$ cat src/rtl/riscv_debug_pkg.sv
// Shared definitions for the RISC-V debug trace path.
//
// Contents:
//   TRACE_SYNC_BYTE   - first byte of every trace frame
//   TRACE_FRAME_BYTES - number of bytes per frame (sync + 4 pc + 4 next_pc)
//   tx_state_e        - UART transmitter state encoding
//   trace_frame_byte  - selects the byte to transmit for a given byte index
package riscv_debug_pkg;

  localparam logic [7:0] TRACE_SYNC_BYTE   = 8'hA5;
  localparam int         TRACE_FRAME_BYTES = 9;

  typedef enum logic [1:0] {
    IDLE  = 2'd0,
    START = 2'd1,
    DATA  = 2'd2,
    STOP  = 2'd3
  } tx_state_e;

  // Byte 0 is the sync byte; byte k (1..8) is frame[71-8k -: 8], i.e. the
  // 64-bit {pc, next_pc} word sent most-significant byte first.
  function automatic logic [7:0] trace_frame_byte(input logic [63:0] frame,
                                                  input logic [3:0]  idx);
    logic [7:0]  b;
    logic [5:0]  shamt;
    logic [63:0] shifted;
    b       = TRACE_SYNC_BYTE;
    shamt   = {3'(4'd8 - idx), 3'b000};
    shifted = frame >> shamt;
    if ((idx != 4'd0) && (idx <= 4'd8)) begin
      b = shifted[7:0];
    end
    return b;
  endfunction

endpackage

$ cat src/rtl/trace_fifo.sv
// Synchronous FIFO for trace entries.
//
// Ports:
//   clk, reset  - clock and asynchronous active-high reset
//   push, din   - write request and data
//   pop, dout   - read request and head-of-queue data (valid when !empty)
//   full, empty - occupancy flags
//   count       - current occupancy, 0..DEPTH
//
// A push while full is still accepted when a pop happens on the same edge,
// because the pop frees the slot the push lands in.
module trace_fifo #(
  parameter int WIDTH = 64,
  parameter int DEPTH = 8
) (
  input  logic                     clk,
  input  logic                     reset,
  input  logic                     push,
  input  logic [WIDTH-1:0]         din,
  input  logic                     pop,
  output logic [WIDTH-1:0]         dout,
  output logic                     full,
  output logic                     empty,
  output logic [$clog2(DEPTH):0]   count
);

  localparam int AW = $clog2(DEPTH);
  localparam logic [AW:0] FULL_CNT = (AW+1)'(DEPTH);

  logic [WIDTH-1:0] mem_q [DEPTH];
  logic [AW-1:0]    wr_ptr_q, wr_ptr_d;
  logic [AW-1:0]    rd_ptr_q, rd_ptr_d;
  logic [AW:0]      count_q, count_d;
  logic             do_push;
  logic             do_pop;

  assign empty   = (count_q == '0);
  assign full    = (count_q == FULL_CNT);
  assign count   = count_q;
  assign dout    = mem_q[rd_ptr_q];

  assign do_pop  = pop && !empty;
  assign do_push = push && (!full || do_pop);

  always_comb begin
    wr_ptr_d = wr_ptr_q;
    rd_ptr_d = rd_ptr_q;
    count_d  = count_q;
    if (do_push) begin
      wr_ptr_d = wr_ptr_q + 1'b1;
    end
    if (do_pop) begin
      rd_ptr_d = rd_ptr_q + 1'b1;
    end
    case ({do_push, do_pop})
      2'b10:   count_d = count_q + 1'b1;
      2'b01:   count_d = count_q - 1'b1;
      default: count_d = count_q;
    endcase
  end

  always_ff @(posedge clk or posedge reset) begin
    if (reset) begin
      wr_ptr_q <= '0;
      rd_ptr_q <= '0;
      count_q  <= '0;
    end else begin
      wr_ptr_q <= wr_ptr_d;
      rd_ptr_q <= rd_ptr_d;
      count_q  <= count_d;
    end
  end

  // Storage needs no reset: entries are only read when count says valid.
  always_ff @(posedge clk) begin
    if (do_push) begin
      mem_q[wr_ptr_q] <= din;
    end
  end

endmodule

$ cat src/rtl/pc_trace_tx.sv
// PC trace transmitter: captures control-flow events from the core's
// PC-update path and sends them as 9-byte frames on an 8N1 UART line.
//
// Ports:
//   clk, reset    - clock and asynchronous active-high reset
//   commit_valid  - an instruction retires this cycle
//   pc, next_pc   - PC of the retiring instruction and its selected next PC
//   jump_taken    - next_pc is not pc+4
//   clear_ovf     - pulse that clears the sticky overflow flag
//   tx            - UART line, idle high, LSB first
//   busy          - a frame is being shifted out
//   overflow      - at least one event was dropped since the last clear
//   fifo_count    - current trace FIFO occupancy
//
// state | meaning
// ------+---------------------------------------------------------------
// IDLE  | line high; pops the FIFO head into the frame register if any
// START | start bit (low) of byte byte_idx
// DATA  | data bit bit_idx of byte byte_idx
// STOP  | stop bit (high); next byte or back to IDLE after byte 8
module pc_trace_tx
  import riscv_debug_pkg::*;
#(
  parameter int CLKS_PER_BIT = 16,
  parameter int DEPTH        = 8,
  parameter int TRACE_ALL    = 0
) (
  input  logic                     clk,
  input  logic                     reset,
  input  logic                     commit_valid,
  input  logic [31:0]              pc,
  input  logic [31:0]              next_pc,
  input  logic                     jump_taken,
  input  logic                     clear_ovf,
  output logic                     tx,
  output logic                     busy,
  output logic                     overflow,
  output logic [$clog2(DEPTH):0]   fifo_count
);

  localparam int BW = $clog2(CLKS_PER_BIT);
  localparam logic [BW-1:0] BAUD_LAST = BW'(CLKS_PER_BIT - 1);
  localparam logic [3:0]    BYTE_LAST = 4'(TRACE_FRAME_BYTES - 1);

  tx_state_e     state_q, state_d;
  logic [BW-1:0] baud_q, baud_d;
  logic [2:0]    bit_q, bit_d;
  logic [3:0]    byte_q, byte_d;
  logic [63:0]   frame_q, frame_d;
  logic          tx_q, tx_d;
  logic          ovf_q, ovf_d;

  logic          capture;
  logic          pop;
  logic          fifo_full;
  logic          fifo_empty;
  logic [63:0]   fifo_dout;
  logic          bit_end;
  logic [7:0]    next_byte;

  assign capture = commit_valid && (jump_taken || (TRACE_ALL != 0));
  assign pop     = (state_q == IDLE) && !fifo_empty;
  assign bit_end = (baud_q == BAUD_LAST);

  trace_fifo #(
    .WIDTH (64),
    .DEPTH (DEPTH)
  ) u_fifo (
    .clk   (clk),
    .reset (reset),
    .push  (capture),
    .din   ({pc, next_pc}),
    .pop   (pop),
    .dout  (fifo_dout),
    .full  (fifo_full),
    .empty (fifo_empty),
    .count (fifo_count)
  );

  // Set has priority over clear so a drop is never lost.
  always_comb begin
    ovf_d = ovf_q;
    if (clear_ovf) begin
      ovf_d = 1'b0;
    end
    if (capture && fifo_full && !pop) begin
      ovf_d = 1'b1;
    end
  end

  always_comb begin
    state_d = state_q;
    baud_d  = baud_q;
    bit_d   = bit_q;
    byte_d  = byte_q;
    frame_d = frame_q;

    case (state_q)
      IDLE: begin
        baud_d = '0;
        if (!fifo_empty) begin
          frame_d = fifo_dout;
          byte_d  = '0;
          bit_d   = '0;
          state_d = START;
        end
      end
      START: begin
        if (bit_end) begin
          baud_d  = '0;
          bit_d   = '0;
          state_d = DATA;
        end else begin
          baud_d = baud_q + 1'b1;
        end
      end
      DATA: begin
        if (bit_end) begin
          baud_d = '0;
          if (bit_q == 3'd7) begin
            state_d = STOP;
          end else begin
            bit_d = bit_q + 1'b1;
          end
        end else begin
          baud_d = baud_q + 1'b1;
        end
      end
      STOP: begin
        if (bit_end) begin
          baud_d = '0;
          if (byte_q < BYTE_LAST) begin
            byte_d  = byte_q + 1'b1;
            state_d = START;
          end else begin
            byte_d  = '0;
            state_d = IDLE;
          end
        end else begin
          baud_d = baud_q + 1'b1;
        end
      end
      default: begin
        state_d = IDLE;
        baud_d  = '0;
        bit_d   = '0;
        byte_d  = '0;
      end
    endcase
  end

  // The line level is derived from the next state and registered, so tx
  // changes on the same edge as the state and never glitches.
  always_comb begin
    next_byte = trace_frame_byte(frame_d, byte_d);
    tx_d      = 1'b1;
    case (state_d)
      START:   tx_d = 1'b0;
      DATA:    tx_d = next_byte[bit_d];
      default: tx_d = 1'b1;
    endcase
  end

  always_ff @(posedge clk or posedge reset) begin
    if (reset) begin
      state_q <= IDLE;
      baud_q  <= '0;
      bit_q   <= '0;
      byte_q  <= '0;
      frame_q <= '0;
      tx_q    <= 1'b1;
      ovf_q   <= 1'b0;
    end else begin
      state_q <= state_d;
      baud_q  <= baud_d;
      bit_q   <= bit_d;
      byte_q  <= byte_d;
      frame_q <= frame_d;
      tx_q    <= tx_d;
      ovf_q   <= ovf_d;
    end
  end

  assign tx       = tx_q;
  assign busy     = (state_q != IDLE);
  assign overflow = ovf_q;

endmodule

$ cat config.mk
export PLATFORM = sky130hd
export DESIGN_NAME = pc_trace_tx
export DESIGN_NICKNAME = d
export VERILOG_FILES = /design/src/rtl/riscv_debug_pkg.sv /design/src/rtl/trace_fifo.sv /design/src/rtl/pc_trace_tx.sv
export SDC_FILE = /design/constraint.sdc
export NUM_CORES = 1
export LEC_CHECK = 0
export CAP_MARGIN = 20
export CORE_UTILIZATION = 40
export DETAILED_ROUTE_END_ITERATION = 10
export PLACE_DENSITY_LB_ADDON = 0.08
export SLEW_MARGIN = 20
export SYNTH_ARGS = -nofsm -noshare
export SYNTH_HDL_FRONTEND = slang
export SYNTH_SLANG_ARGS = --single-unit
$ cat constraint.sdc
create_clock -name clk -period 7.4 [get_ports clk]
set_input_delay 0.74 -clock clk [delete_from_list [all_inputs] [get_ports clk]]
set_output_delay 0.74 -clock clk [all_outputs]
set_load 0.005 [all_outputs]
# Word-level counts from Yosys, hierarchy flattened
# Memories as Yosys holds them, arrays and structs flattened.
# Cells that the tools add are included.
[totals]
output_inout_bits = 7
word_cells = 80
inputBits = 69
ff_bits = 89
memories = 1
ram_bits = 512
[op_classes]
eq_ne = 10
reduce_logical = 18
n_shift = 1
order_cmp = 3
n_mux = 29
add_sub_neg = 8
[mem_list]
columns = ["name", "depth", "word_bits", "read_ports", "rd_clocked_by_memory_dff", "wr", "line", "rtl"]
rows = [
  ["u_fifo.mem_q", 8, 64, 1, 0, 1, "trace_fifo.sv:30", "logic [WIDTH-1:0] mem_q [DEPTH];"],
]
[ops]
columns = ["op", "n"]
rows = [
  ["2-to-1 mux 64 bit", 2],
  [">> shifter 64 x 6 -> 8 bit", 1],
  ["case mux 4 bit (2 select lines)", 3],
  ["2-to-1 mux 4 bit", 4],
  ["adder 4 x 1 -> 4 bit (second input constant)", 3],
  ["2-to-1 mux 3 bit", 4],
  ["2-to-1 mux 2 bit", 5],
  ["adder 3 x 1 -> 3 bit (second input constant)", 3],
  ["case mux 3 bit (3 select lines)", 1],
  ["== test 2 bit (second input constant)", 4],
  ["== test 4 bit (second input constant)", 2],
  ["2-to-1 mux 8 bit", 1],
  ["case mux 2 bit (4 select lines)", 1],
  ["logical AND 1 bit", 7],
  ["== test 2 x 1 -> 1 bit (second input constant)", 3],
  ["2-to-1 mux 1 bit", 6],
  ["nonzero test 2 bit", 3],
  ["less-or-equal comparator 4 bit (second input constant)", 1],
  ["logical NOT 4 bit", 1],
  ["< comparator 3 x 4 -> 1 bit (second input constant)", 1],
  ["< comparator 4 bit (second input constant)", 1],
  ["nonzero test 4 bit", 1],
  ["subtractor 4 x 1 -> 4 bit (second input constant)", 1],
  ["binary-select mux 1 bit (select 3 bit)", 1],
  ["other kinds (7)", 9],
]

# Depth between registers and ports, before layout
[logic_depth]
depth_word = 10
depth_mapped = 14
mapped_depth_nobuf = 14

# Cells and area by module
# Synthesis repeated with hierarchy kept, for this count alone.
[unflattened]
hier_cells = 1157
area_unflattened_um2 = 23915.4
[modules_own_cells]
columns = ["module", "seq_area_each_um2", "area_per_inst_um2", "cells_each", "instances"]
rows = [
  ["trace_fifo", 15625.0, 19876.6, 811, 1],
  ["pc_trace_tx", 1978.1, 4038.9, 346, 1],
]

# Worst setup path after synthesis
# No wires, ideal clock.
[synth_timing]
path_type = "reg2reg"
startpoint = "register state_q[0]"
endpoint = "memory u_fifo.mem_q[0][0], enable pin"
path_slack_ns = 1.034
path_buffers = 1
t_arrival_ns = 5.801
setup_time_ns = 0.565
required_time_ns = 6.835
path_stages_with_launch = 8
period_less_slack_ns = 6.366
path_cell_list = "dfrtp_1 -> inv_1 -> ha_1 -> buf_2 -> nor4_1 -> a21oi_1 -> nand2b_1 -> nor3_1"
[synth_via]
elab_chain_len = 7
[synth_lines]
columns = ["item", "line", "rtl"]
rows = [
  ["start: declaration", "pc_trace_tx.sv:45", "tx_state_e state_q, state_d;"],
  ["start signal: assignment", "pc_trace_tx.sv:174", "state_q <= state_d;"],
  ["logical NOT 2 bit", "pc_trace_tx.sv:62", "assign pop = (state_q == IDLE) && !fifo_empty;"],
  ["logical AND 1 bit", "pc_trace_tx.sv:62", ""],
  ["logical AND 1 bit", "trace_fifo.sv:42", "assign do_pop = pop && !empty;"],
  ["logical OR 1 bit", "trace_fifo.sv:43", "assign do_push = push && (!full || do_pop);"],
  ["logical AND 1 bit", "trace_fifo.sv:43", ""],
  ["2-to-1 mux 1 bit", "trace_fifo.sv:76", "if (do_push) begin"],
  ["2-to-1 mux 1 bit (not written as such)", "trace_fifo.sv:77", "mem_q[wr_ptr_q] <= din;"],
  ["end: declaration", "trace_fifo.sv:30", ""],
]
# Every way passes these cells.

# Worst setup path in the final report
[layout_timing]
startpoint = "register state_q[0]"
endpoint = "register tx_q, in the netlist tx"
[layout_via]
elab_chain_len = 8
elab_cells_between_ends = 24
cone_classes = "add/sub (1); order compare (1); eq/ne (5); shift (1); mux (13); reduce/logical (3)"
[layout_lines]
columns = ["item", "line", "rtl"]
rows = [
  ["== test 2 bit / logical NOT 2 bit (equally long branches)", "pc_trace_tx.sv:98", "case (state_q)"],
  ["case mux 4 bit (2 select lines)", "pc_trace_tx.sv:98", ""],
  ["subtractor 1 x 3 -> 3 bit (tied with other cells)", "riscv_debug_pkg.sv:28", "shamt = {3'(4'd8 - idx), 3'b000};"],
  [">> shifter 64 x 6 -> 8 bit / logical AND 1 bit (equally long branches)", "riscv_debug_pkg.sv:29, riscv_debug_pkg.sv:30", ""],
  ["2-to-1 mux 8 bit", "riscv_debug_pkg.sv:30", "if ((idx != 4'd0) && (idx <= 4'd8)) begin"],
  ["binary-select mux 1 bit (select 3 bit)", "pc_trace_tx.sv:159", "DATA: tx_d = next_byte[bit_d];"],
  ["2-to-1 mux 1 bit (not written as such)", "pc_trace_tx.sv:159", ""],
  ["case mux 1 bit (2 select lines) (*)", "pc_trace_tx.sv:157", "case (state_d)"],
  ["net tx_d", "pc_trace_tx.sv:50", "logic tx_q, tx_d;"],
  ["end signal: assignment", "pc_trace_tx.sv:179", "tx_q <= tx_d;"],
  ["end: declaration", "pc_trace_tx.sv:50", ""],
]
# Mark *: on every way through the listed nets, which the timed path passes. The rest lies on a longest branch. The select of a mux whose other input is x is not followed.
# A chain may end at the register's enable or synchronous reset.

==> impl_metrics.toml <==
[global_route]
grt_pass1_vias = 12100
grt_max_degree = 62
grt_overflow_total = 0
grt_pass1_wl_um = 82300
grt.total_usage_pct = 19.0
antenna_found_initial = 4

[timing]
final_max_slew_viol_count = 0
fin_tns_setup_ps = 0
finalCritPeriodShare_pct = 55.4
finalHoldViolations = 0
finalSetupViolCount = 0
rsz0062_at_grt = "false"
worst_pin_slew_ps = 987
fmax_mhz = 244
fin_crit_ps = 4100
skew_ps = 25.2
relSlewSlack_pct = 34.2

[min_path]
hold_path_class = "register to register"
hp-start = "frame_q[34]"
holdPathEnd = "frame_q[34]"
holdPathStages = 2

[die]
dieWidth_um = 244
num_rows = 88
coreArea_sq_um = 57800
die-height_um = 244
start_util_pct = 40.6
die-area_sq_um = 59600
pin_count = 76

[route]
wirelength_um = 54600
wire_per_inst_um = 26.2
ant_nets = 0
drc = 0
drtIter0Drc = 857
vias = 11600
via_per_inst = 5.56
drt_first_pass_iters = 6

[cts]
worstSkewPairLatency_ps = 590
post-cts-setup-buffer-count = 0
h-tree-depth = 3
cts.repair.resized = 0
numCtsBuffers = 66
ctsRootBufferMaster = "clkbuf_16"
cts_tree = "built"
postCtsHoldBufs = 0
cts.sink_count = 601
clk_pin_slew_ps = 60
clock_path_buffers = 3

[synthesis]
syn-instance-count = 1162
ys_warn_count = 0
ys_seq_area_share_pct = 75.1
synth_cell_type_count = 68
syn-num-nets = 1245
synth-seq-cells = 601
synth_edf_count = 512
synth_ff_type = "edfxtp_1"
async_flop_share_pct = 14.8
synth_area_sq_um = 23400
synth_area_per_cell_sq_um = 20.2

[pwr]
p_int_mw = 7.14
p_clk_share_pct = 29.9
combinationalPowerShare_pct = 26.7
power_density_nw_per_um2 = 378
p_leak_nw = 9.16
seqPwrFrac_pct = 43.4
total_power_mw = 10.3
p_sw_mw = 3.12
ir_worst_vdd_mv = 0.183
p_sw_share_pct = 30.4

[critical_path]
path_max_fanout = 12
slowest_stage = "a211oi_1"
endpoint_kind = "register"
reg2reg_from = "state_q[0]"
cpLargestDelayFamily = "compound AO/OA/AOI/OAI gates"
crit_type = "register to register"
r2r-end = "tx"
worstSetupStartpointType = "register"
crit_required_ps = 7890
crit_path_cell_trace = "inv_1 > ha_1 > a221o_1 > o21ai_2 > ha_1 > clkinv_1 > a211oi_1 > buf_4 > a22o_1 > o31ai_1 > a41oi_1 > a211oi_2 > a211oi_1"
reg2reg_depth = 13
r2r_slack_ps = 3300
worstPathArrival_ps = 4590
cpPeakStageDelay_ps = 740
cp_num_buf_inv = 3

[placed_design]
dpl.hpwl_um = 30400
gp_congestion = 0.793
dpl.cell_count = 1967
portBuffers = 75

[cells_and_area]
nNetsFinal = 1353
drive_above_1_share_pct = 20.5
layout_common_cells = "512 x edfxtp_1, 130 x mux4_2, 85 x dfrtp_1"
area_growth_pct = 15.7
layout_commonest_cell = "edfxtp_1"
fin_cells = 2084
n_antenna_cell = 0

[flow_run]
drv_cap = 0

[outcome]
status = "complete, no violations"
[synthesized netlist by cell type (3+ instances only)]
cell / instances / area (sq um)
buf_1: 5 / 18.8
buf_2: 25 / 125
nor3_1: 11 / 55.1
buf_4: 7 / 52.6
a21o_1: 5 / 37.5
a221oi_1: 6 / 52.6
nor2_1: 28 / 105
o221a_2: 3 / 33.8
clkbuf_1: 19 / 71.3
a221o_1: 45 / 450
inv_1: 24 / 90.1
mux2i_1: 13 / 130
and3_1: 49 / 307
nor2b_1: 5 / 31.3
xnor2_1: 7 / 61.3
a211oi_1: 8 / 60.1
buf_6: 4 / 45.0
ha_1: 13 / 163
mux4_2: 130 / 2930
o22ai_1: 6 / 37.5
nor4_1: 5 / 31.3
and2_1: 6 / 37.5
a21oi_1: 11 / 55.1
a41oi_1: 3 / 26.3
xor2_1: 3 / 26.3
a22o_1: 12 / 105
edfxtp_1: 512 / 15400
dfrtp_1: 88 / 2200
nand2b_1: 5 / 31.3
o21ai_0: 17 / 85.1
nand2_1: 39 / 146
a22oi_1: 3 / 22.5
[cell type report]
type / instances / area (sq um)
clock buffers: 98 / 1920
clock inverters: 19 / 98.8
fillers: 4886 / 30700
inverters: 27 / 104
multi-input cells: 473 / 5480
flip-flops and latches: 601 / 17600
well taps: 765 / 957
repair buffers: 101 / 958
[worst reg2reg max path, cell delays in order, from the launching register on]
cell	delay, ps
dfrtp_1	410
inv_1	120
ha_1	500
a221o_1	440
o21ai_2	180
ha_1	390
clkinv_1	280
a211oi_1	740
buf_4	260
a22o_1	140
o31ai_1	80
a41oi_1	250
a211oi_2	70
a211oi_1	170
[registers in the layout, summed over array words and instances, names as in the netlist]
| register | flops |
|---|---|
| frame_q | 64 |
| tx | 1 |
| u_fifo.wr_ptr_q | 3 |
| baud_q | 4 |
| bit_q | 3 |
| u_fifo.mem_q | 512 |
| byte_q | 4 |
| overflow | 1 |
| state_q | 2 |
| u_fifo.count | 4 |
| u_fifo.rd_ptr_q | 3 |
[worst max path at each step]
stage / cells past startpoint / endpoint / slack, ps / startpoint
finish: 13 / tx / 3300 / state_q[0]
global route: 13 / tx / 2870 / state_q[0]
CTS: 13 / tx / 3220 / state_q[0]
detailed placement: 13 / tx / 3250 / state_q[0]
global placement: 13 / tx / 3270 / state_q[0]
floorplan: 7 / u_fifo.mem_q[0][0] / 1030 / state_q[0]
[cell families (layout without fill, tap and decap cells)]
kind of cell	after synthesis	count (layout)	share of synthesized area, %
AO/OA/AOI/OAI	144	144	5.19
buffers and inverters	88	245	1.85
adder cells (fa/ha/maj)	14	14	0.779
AND/OR/NAND/NOR	160	160	3.59
XOR/XNOR	10	10	0.374
multiplexers	145	145	13.1
flip-flops	601	601	75.1
[through the flow]
step           worst slack (ps)  util (%)  hold WS, ps  area (sq um)
4_1_cts                    3220      46.9          495         27100
3_3_place_gp               3270      43.4          475         25100
2_1_floorplan              1030         -          445         23400
6_report                   3300      46.9          490         27100
3_5_place_dp               3250      43.4          482         25100
5_1_grt                    2870      46.9          524         27100
[power groups by stage]
stage	clock network, mW	registers (mW)	logic (mW)
floorplan	0	4.31	2.01
global placement	0	4.52	2.81
detailed placement	0	4.53	2.80
CTS	3.16	4.47	2.81
global route	3.31	4.51	2.96
finish	3.06	4.45	2.74
[layer usage]
metal	vias to the layer above	routed length (um)	track usage (%)
met1	6216	25500	27.4
li1	5053	-	-
met4	2	953	5.61
met2	246	25400	29.2
met3	66	2730	3.75
met5	-	9	0
Power figures use the tool's default switching activity.
